--- src/rtl/multicycle_control_fsm.sv ---
// Multi-cycle control sequencer for the 24-bit CPU datapath.
// Steps fetch/decode/execute/memory/writeback per opcode, with a memory-wait timeout and retire counter.
module multicycle_control_fsm #(
  parameter int CNT_W       = 24,
  parameter int MEM_TIMEOUT = 15
) (
  input  logic             Clock,
  input  logic             ResetN,
  input  logic [3:0]       Opcode,
  input  logic             Stall,
  input  logic             MemReady,
  output logic             PcWrite,
  output logic             PcWriteCond,
  output logic [1:0]       PcSrc,
  output logic             IorD,
  output logic             MemRead,
  output logic             MemWrite,
  output logic             IrWrite,
  output logic             RegDst,
  output logic             MemToReg,
  output logic             RegWrite,
  output logic             AluSrcA,
  output logic [1:0]       AluSrcB,
  output logic [1:0]       AluOp,
  output logic             Illegal,
  output logic             BusError,
  output logic [CNT_W-1:0] InstrCount,
  output logic [3:0]       State
);

  typedef enum logic [3:0] {
    ST_RST    = 4'd0,
    ST_FETCH  = 4'd1,
    ST_DECODE = 4'd2,
    ST_EXEC   = 4'd3,
    ST_WB_ALU = 4'd4,
    ST_ADDR   = 4'd5,
    ST_MEM    = 4'd6,
    ST_WB_MEM = 4'd7,
    ST_BRANCH = 4'd8,
    ST_JUMP   = 4'd9
  } state_t;

  localparam logic [3:0] OP_R    = 4'b0110;
  localparam logic [3:0] OP_ADDI = 4'b0001;
  localparam logic [3:0] OP_LW   = 4'b0010;
  localparam logic [3:0] OP_SW   = 4'b0011;
  localparam logic [3:0] OP_BEQ  = 4'b0100;
  localparam logic [3:0] OP_J    = 4'b0101;

  // Timeout fires in the cycle where this one would make the count reach MEM_TIMEOUT.
  localparam logic [7:0] WAIT_LIM = 8'(MEM_TIMEOUT - 1);

  state_t           state_r;
  state_t           state_nxt_s;
  logic [3:0]       op_r;
  logic [7:0]       wait_r;
  logic [7:0]       wait_nxt_s;
  logic [CNT_W-1:0] count_r;
  logic             mem_req_s;
  logic             timeout_s;
  logic             retire_s;

  function automatic logic is_legal(input logic [3:0] op);
    case (op)
      OP_R, OP_ADDI, OP_LW, OP_SW, OP_BEQ, OP_J: is_legal = 1'b1;
      default:                                   is_legal = 1'b0;
    endcase
  endfunction

  // Memory request, timeout and retire qualifiers shared by the other processes.
  always_comb begin
    mem_req_s = 1'b0;
    retire_s  = 1'b0;
    case (state_r)
      ST_FETCH:  mem_req_s = !Stall;
      ST_MEM:    begin
        mem_req_s = 1'b1;
        retire_s  = MemReady && (op_r == OP_SW);
      end
      ST_WB_ALU, ST_WB_MEM, ST_BRANCH, ST_JUMP: retire_s = 1'b1;
      default:   mem_req_s = 1'b0;
    endcase
    timeout_s = mem_req_s && !MemReady && (wait_r >= WAIT_LIM);
    if (mem_req_s && !MemReady && !timeout_s) begin
      wait_nxt_s = wait_r + 8'd1;
    end else begin
      wait_nxt_s = 8'd0;
    end
  end

  // State, latched opcode, wait counter and retire counter.
  always_ff @(posedge Clock or negedge ResetN) begin
    if (!ResetN) begin
      state_r <= ST_RST;
      op_r    <= 4'd0;
      wait_r  <= 8'd0;
      count_r <= '0;
    end else begin
      state_r <= state_nxt_s;
      wait_r  <= wait_nxt_s;
      if (state_r == ST_DECODE) begin
        op_r <= Opcode;
      end else begin
        op_r <= op_r;
      end
      if (retire_s) begin
        count_r <= count_r + CNT_W'(1);
      end else begin
        count_r <= count_r;
      end
    end
  end

  // Next-state selection.
  always_comb begin
    state_nxt_s = state_r;
    case (state_r)
      ST_RST:    state_nxt_s = ST_FETCH;
      ST_FETCH: begin
        if (Stall) begin
          state_nxt_s = ST_FETCH;
        end else if (MemReady) begin
          state_nxt_s = ST_DECODE;
        end else begin
          state_nxt_s = ST_FETCH;
        end
      end
      ST_DECODE: begin
        case (Opcode)
          OP_R, OP_ADDI: state_nxt_s = ST_EXEC;
          OP_LW, OP_SW:  state_nxt_s = ST_ADDR;
          OP_BEQ:        state_nxt_s = ST_BRANCH;
          OP_J:          state_nxt_s = ST_JUMP;
          default:       state_nxt_s = ST_FETCH;
        endcase
      end
      ST_EXEC:   state_nxt_s = ST_WB_ALU;
      ST_WB_ALU: state_nxt_s = ST_FETCH;
      ST_ADDR:   state_nxt_s = ST_MEM;
      ST_MEM: begin
        if (MemReady) begin
          state_nxt_s = (op_r == OP_LW) ? ST_WB_MEM : ST_FETCH;
        end else if (timeout_s) begin
          state_nxt_s = ST_FETCH;
        end else begin
          state_nxt_s = ST_MEM;
        end
      end
      ST_WB_MEM: state_nxt_s = ST_FETCH;
      ST_BRANCH: state_nxt_s = ST_FETCH;
      ST_JUMP:   state_nxt_s = ST_FETCH;
      default:   state_nxt_s = ST_RST;
    endcase
  end

  // Datapath control decode from state and latched opcode.
  always_comb begin
    PcWrite     = 1'b0;
    PcWriteCond = 1'b0;
    PcSrc       = 2'b00;
    IorD        = 1'b0;
    MemRead     = 1'b0;
    MemWrite    = 1'b0;
    IrWrite     = 1'b0;
    RegDst      = 1'b0;
    MemToReg    = 1'b0;
    RegWrite    = 1'b0;
    AluSrcA     = 1'b0;
    AluSrcB     = 2'b00;
    AluOp       = 2'b00;
    Illegal     = 1'b0;
    BusError    = timeout_s;
    case (state_r)
      ST_FETCH: begin
        if (!Stall) begin
          MemRead = 1'b1;
          AluSrcB = 2'b01;
          IrWrite = MemReady;
          PcWrite = MemReady;
        end else begin
          MemRead = 1'b0;
        end
      end
      ST_DECODE: begin
        AluSrcB = 2'b11;
        Illegal = !is_legal(Opcode);
      end
      ST_EXEC: begin
        AluSrcA = 1'b1;
        if (op_r == OP_R) begin
          AluSrcB = 2'b00;
          AluOp   = 2'b10;
        end else begin
          AluSrcB = 2'b10;
          AluOp   = 2'b00;
        end
      end
      ST_WB_ALU: begin
        RegWrite = 1'b1;
        RegDst   = (op_r == OP_R);
      end
      ST_ADDR: begin
        AluSrcA = 1'b1;
        AluSrcB = 2'b10;
      end
      ST_MEM: begin
        IorD     = 1'b1;
        MemRead  = (op_r == OP_LW);
        MemWrite = (op_r == OP_SW);
      end
      ST_WB_MEM: begin
        RegWrite = 1'b1;
        MemToReg = 1'b1;
      end
      ST_BRANCH: begin
        AluSrcA     = 1'b1;
        AluOp       = 2'b01;
        PcWriteCond = 1'b1;
        PcSrc       = 2'b01;
      end
      ST_JUMP: begin
        PcWrite = 1'b1;
        PcSrc   = 2'b10;
      end
      default: begin
        PcWrite = 1'b0;
      end
    endcase
  end

  assign InstrCount = count_r;
  assign State      = state_r;

endmodule
--- config.mk ---
export PLATFORM = sky130hd
export DESIGN_NAME = multicycle_control_fsm
export DESIGN_NICKNAME = d
export VERILOG_FILES = /design/src/rtl/multicycle_control_fsm.sv
export SDC_FILE = /design/constraint.sdc
export NUM_CORES = 1
export LEC_CHECK = 0
export ABC_AREA = 1
export CORE_UTILIZATION = 45
export CTS_BUF_LIST = sky130_fd_sc_hd__clkbuf_4
export CTS_CLUSTER_SIZE = 12
export DETAILED_ROUTE_END_ITERATION = 10
export PLACE_DENSITY = 0.71
export SETUP_SLACK_MARGIN = 0.05
export SLEW_MARGIN = 10
export SYNTH_ARGS = -nofsm -noshare
export SYNTH_HDL_FRONTEND = slang
export SYNTH_SLANG_ARGS = --single-unit
--- constraint.sdc ---
create_clock -name Clock -period 2.3 [get_ports Clock]
set_input_delay 0.345 -clock Clock [delete_from_list [all_inputs] [get_ports Clock]]
set_output_delay 0.345 -clock Clock [all_outputs]
set_load 0.01 [all_outputs]
# Word-level counts from Yosys, hierarchy flattened
# Cells that the tools add are included.
[word_totals]
wordCells = 72
romBits = 0
register_bits = 40
mem_bits_rw = 0
memories = 0
latchBits = 0
output_inout_bits = 46
[classes]
div = 0
n_lt_le_gt_ge = 1
bitwise = 0
mux = 31
shift = 0
n_reduce_logical = 16
eq_ne = 18
multipliers = 0
n_addsub = 2
[ops]
columns = ["operator", "count"]
rows = [
  ["== test 4 x 3 -> 1 bit, second input constant", 8],
  ["adder 24 x 1 -> 24 bit, second input constant", 1],
  ["== test 4 x 2 -> 1 bit, second input constant", 6],
  ["case mux 4 bit (6 select lines)", 1],
  ["case mux 4 bit (4 select lines)", 1],
  ["2-to-1 mux 1 bit", 14],
  ["2-to-1 mux 3 bit", 3],
  ["adder 8 x 1 -> 8 bit, second input constant", 1],
  ["== test 4 x 1 -> 1 bit, second input constant", 2],
  ["== test 4 bit, second input constant", 2],
  [">= comparator 8 x 4 -> 1 bit, second input constant", 1],
  ["2-to-1 mux 2 bit", 4],
  ["2-to-1 mux 8 bit", 1],
  ["case mux 1 bit (2 select lines)", 4],
  ["case mux 2 bit (2 select lines)", 2],
  ["case mux 2 bit (4 select lines)", 1],
  ["OR reduction 2 bit", 3],
  ["OR reduction 6 bit", 1],
  ["OR reduction 5 bit", 1],
  ["logical AND 1 bit", 4],
  ["logical NOT 1 bit", 4],
  ["logical NOT 4 bit", 1],
  ["OR reduction 4 bit", 1],
  ["OR reduction 3 bit", 1],
]

# Depth between registers and ports, before layout
[logic_depth]
ltp_word = 7
mapped_depth = 10
ltp_nobuf = 9

# Least setup slack after synthesis
# OpenSTA, ideal clock, no wires.
[synth_path]
path_kind = "register -> register"
start = "register count_r[0] (netlist: InstrCount[0])"
end = "register count_r[16] (netlist: InstrCount[16])"
path_slack_ns = 0.700
arrival_ns = 1.483
path_buffers = 0
setup_time_ns = 0.117
t_required_ns = 2.183
stages_incl_launch_ff = 9
cell_sequence = "dfrtp_1 ha_1 inv_1 nor2_2 nand2_1 nor3_1 nand3_1 nand2_1 nand2_1"
[synth_between]
elab_chain_len = 1
[synth_lines]
columns = ["item", "line_no", "text"]
rows = [
  ["start: declaration", "59", "logic [CNT_W-1:0] count_r;"],
  ["start signal: assignment", "108", "count_r <= count_r + CNT_W'(1);"],
  ["start signal: assignment", "110", "count_r <= count_r;"],
  ["adder 24 x 1 -> 24 bit", "108", ""],
]
# No other way between the ends.
# A chain may end at the register's enable or synchronous reset.

# Worst setup path in the final report
[layout_path]
start = "register state_r[1] (netlist: State[1])"
end = "output port PcSrc[1]"
[layout_between]
elab_chain_len = 2
elab_cells_between_ends = 3
classes_between = "eq/ne (2); mux (1)"
[layout_lines]
columns = ["item", "line_no", "text"]
rows = [
  ["start: declaration", "54", "state_t state_r;"],
  ["start signal: assignment", "100", "state_r <= state_nxt_s;"],
  ["== test 4 bit", "174", "case (state_r)"],
  ["case mux 2 bit (2 select lines) *", "174", ""],
  ["end: declaration", "14", "output logic [1:0] PcSrc,"],
]
# Mark *: on every way between the ends. The rest lies on a longest branch, timed or not.

==> summary.txt <==
Cells and area
  – Layout cells sized above 1: 7.78%
  – Fillcell total: between 400 and 500
  – NumNets Final: around 430
  – ANT cells: 0
  – Most frequent cells in the layout: nand2_1 (125), nor2_1 (58), inv_1 (41)
  – Final instance area: 3170 um^2
  – Most common cell after layout, fill and taps aside: nand2_1
  – Synthesis-to-layout area growth: 29.5%

Routing
  – Number of vias per cell: approximately 4.8
  – Via Count: 2383
  – ANT nets after route: 0
  – DR pass1 iterations: 4
  – DRC: 0
  – Routed wire length: 5670 um
  – Wire per inst: 11.5 um
  – Number of DRC markers in iteration 0: 198

Global routing
  – Number of global-route vias before repair: approximately 2100
  – First-pass GRT wire length: approximately 9500 um
  – Initial antenna violation count: 0
  – Total grt overflow: 0
  – GRT Util Overall: 22.0%
  – Largest net degree at the start of global routing: 35

Clock tree
  – TritonCTS Sinks: 40
  – CTS root buffer: clkbuf_4
  – Num CTS Buffers: 5
  – CTS tree: yes
  – Worst-Skew Late Latency: 0.36 ns
  – Worst-path clk slew: 0.13 ns
  – H-Tree Level Count: 2
  – Clock buffer depth: 2

Setup path
  – Setup crit end kind: output pin
  – FF-to-FF path depth: 8
  – Critical Path AT: 1.81 ns
  – Worst endpoint required time: 1.96 ns
  – Kind of critical path: flop to output pin
  – Crit path max fanout: 5
  – Startpoint types: flop

Run status
  – Status: finished clean

Yosys
  – Post-synth EDFFs: 0
  – Predominant post-synthesis flop cell: dfrtp_1
  – Synth top area cells: dfrtp_1 (41%), nand2_1 (19%), nor2_1 (9.0%), inv_1 (6.4%), nand3_1 (4.1%)
  – Cells after synthesis: 358
  – Unique masters post-synth: 27
  – Ys async rst share: 100%
  – Synth Register Bits: 40
  – Syn_area_per_cell: just under 7 um^2
  – Leading area contributor after synthesis: dfrtp_1
  – Sequential share of the synthesized area: 40.9%
  – Top cell type's share of synthesized area: 40.9%
  – Syn. warnings: 0
  – Area of the mapped netlist: between 2000 and 2500 um^2

STA
  – Unrepaired setup endpoints after global routing: true
  – Worst Slack Setup Final: 0.141 ns
  – Fin Setup TNS: 0 ns
  – Setup violators final: 0
  – Max Slew Vio Count: 0
  – Final Hold Violating Endpoints: 0
  – Final period util: 93.9%
  – Fin Clk Skew: 0.00868 ns
  – Fmax: 0.463 GHz
  – Final worst path period need: 2.16 ns

Floorplanning
  – Die ar.: 5740 um^2
  – Die H: 75.8 um
  – Io pins: 54
  – DIE WIDTH: 75.8 um
  – Starting Density: 47.3%
  – Core box area: approximately 5200 um^2
  – # rows: 26

Min path
  – Hold crit path type: primary input to async pin

Power and ir drop
  – Leak Pwr: 1.48 nW
  – Maximum vdd drop: 423 uV
  – Pwr/cell area: 720 nW/um^2

Placement
  – Buffers on Ports: between 50 and 60
  – Post-DP HPWL: about 4400 um
  – GPL Wtd Cong: about 0.9
  – Pre-CTS setup slack: 0.161 ns
  – Placement Cell Area: 3040 um^2

Run
  – Maxcap violations: 0
[per-stage QoR]
stage          cells  hold WS (ns)  utilization [%]  total power [mW]
3_5_place_dp     481         0.317             58.8              1.90
2_1_floorplan    360        0.0494                -              1.50
5_1_grt          494         0.461             61.3              2.47
4_1_cts          493         0.431             60.8              2.29
6_report         494         0.430             61.3              2.28
3_3_place_gp     481         0.312             58.8              1.89
[registers in the layout, summed over array words and instances, names as in the netlist]
register    flops
wait_r          8
State           4
InstrCount     24
op_r            4
[cell usage after synthesis, types with 2 or more instances]
cell type	count
nor2_1	59
nor3_1	7
nand2_1	125
xor2_1	10
a21oi_1	2
nor2_2	3
nand4_1	8
o21ai_1	6
xnor2_1	3
buf_6	3
nand2_2	2
buf_4	2
ha_1	3
dfrtp_1	40
o21ai_0	12
inv_1	42
nand3b_1	2
nand3_1	20
[metal layers]
metal / share of wire, % / routed length, um / vias to the layer above / GRT usage, %
li1: - / - / 1239 / -
met1: 52 / 2960 / 1081 / 31.8
met2: 43 / 2410 / 54 / 33.6
met3: 3.8 / 213 / 9 / 3.97
met4: 1.4 / 82 / 0 / 5.97
met5: 0 / 0 / - / 0
[where the power goes]
part | internal [mW] | total, mW | switching [mW]
logic | 0.414 | 0.955 | 0.541
clock network | 0.120 | 0.372 | 0.252
registers | 0.817 | 0.956 | 0.139
[worst max-delay path, stage by stage (launching register included)]
cell and delay, ns:
dfrtp_2 0.48, nor3_4 0.23, inv_2 0.08, nor2_1 0.11, clkdlybuf4s50_1 0.56
[cells by family (layout without fill, tap and decap cells)]
logic type,Yosys count,in the layout,share of synthesized area [%]
compound gates,22,22,4.70
flops,40,40,40.9
other cells,1,3,0.153
buf+inv,49,113,8.84
xor+xnor,13,13,4.65
fa+ha+maj,3,3,1.53
simple gates,230,230,39.2
[layout make-up]
cell class,instances,area [um^2],area share [%]
tap,70,87.6,2.76
clock inverter,3,23.8,0.750
inverter,44,168,5.29
sequential,40,1000,31.7
timing repair buffer,61,587,18.5
multi-input combinational,271,1260,39.8
clock buffer,5,37.5,1.18
[worst paths after layout]
path / start / to / slack, ns
setup / recovery: State[1] / PcSrc[1] / 0.14
hold / removal: ResetN / wait_r[2] / 0.43
setup reg to reg: InstrCount[0] / InstrCount[16] / 0.43
hold reg to reg: wait_r[0] / wait_r[0] / 0.50
max in group asynchronous: ResetN / InstrCount[0] / 1.22
min in group Clock: wait_r[0] / wait_r[0] / 0.50
[timing repair]
| item | in CTS | in global routing |
|---|---|---|
| cloned | 0 | 0 |
| setup endpoints to repair | 14 | 6 |
| resized for setup | 15 | 7 |
| hold buffers | 1 | 0 |
| pin swaps | 2 | 0 |
| hold endpoints to repair | 19 | 0 |
| setup buffers | 3 | 1 |
(Power assumes the default switching activity.)
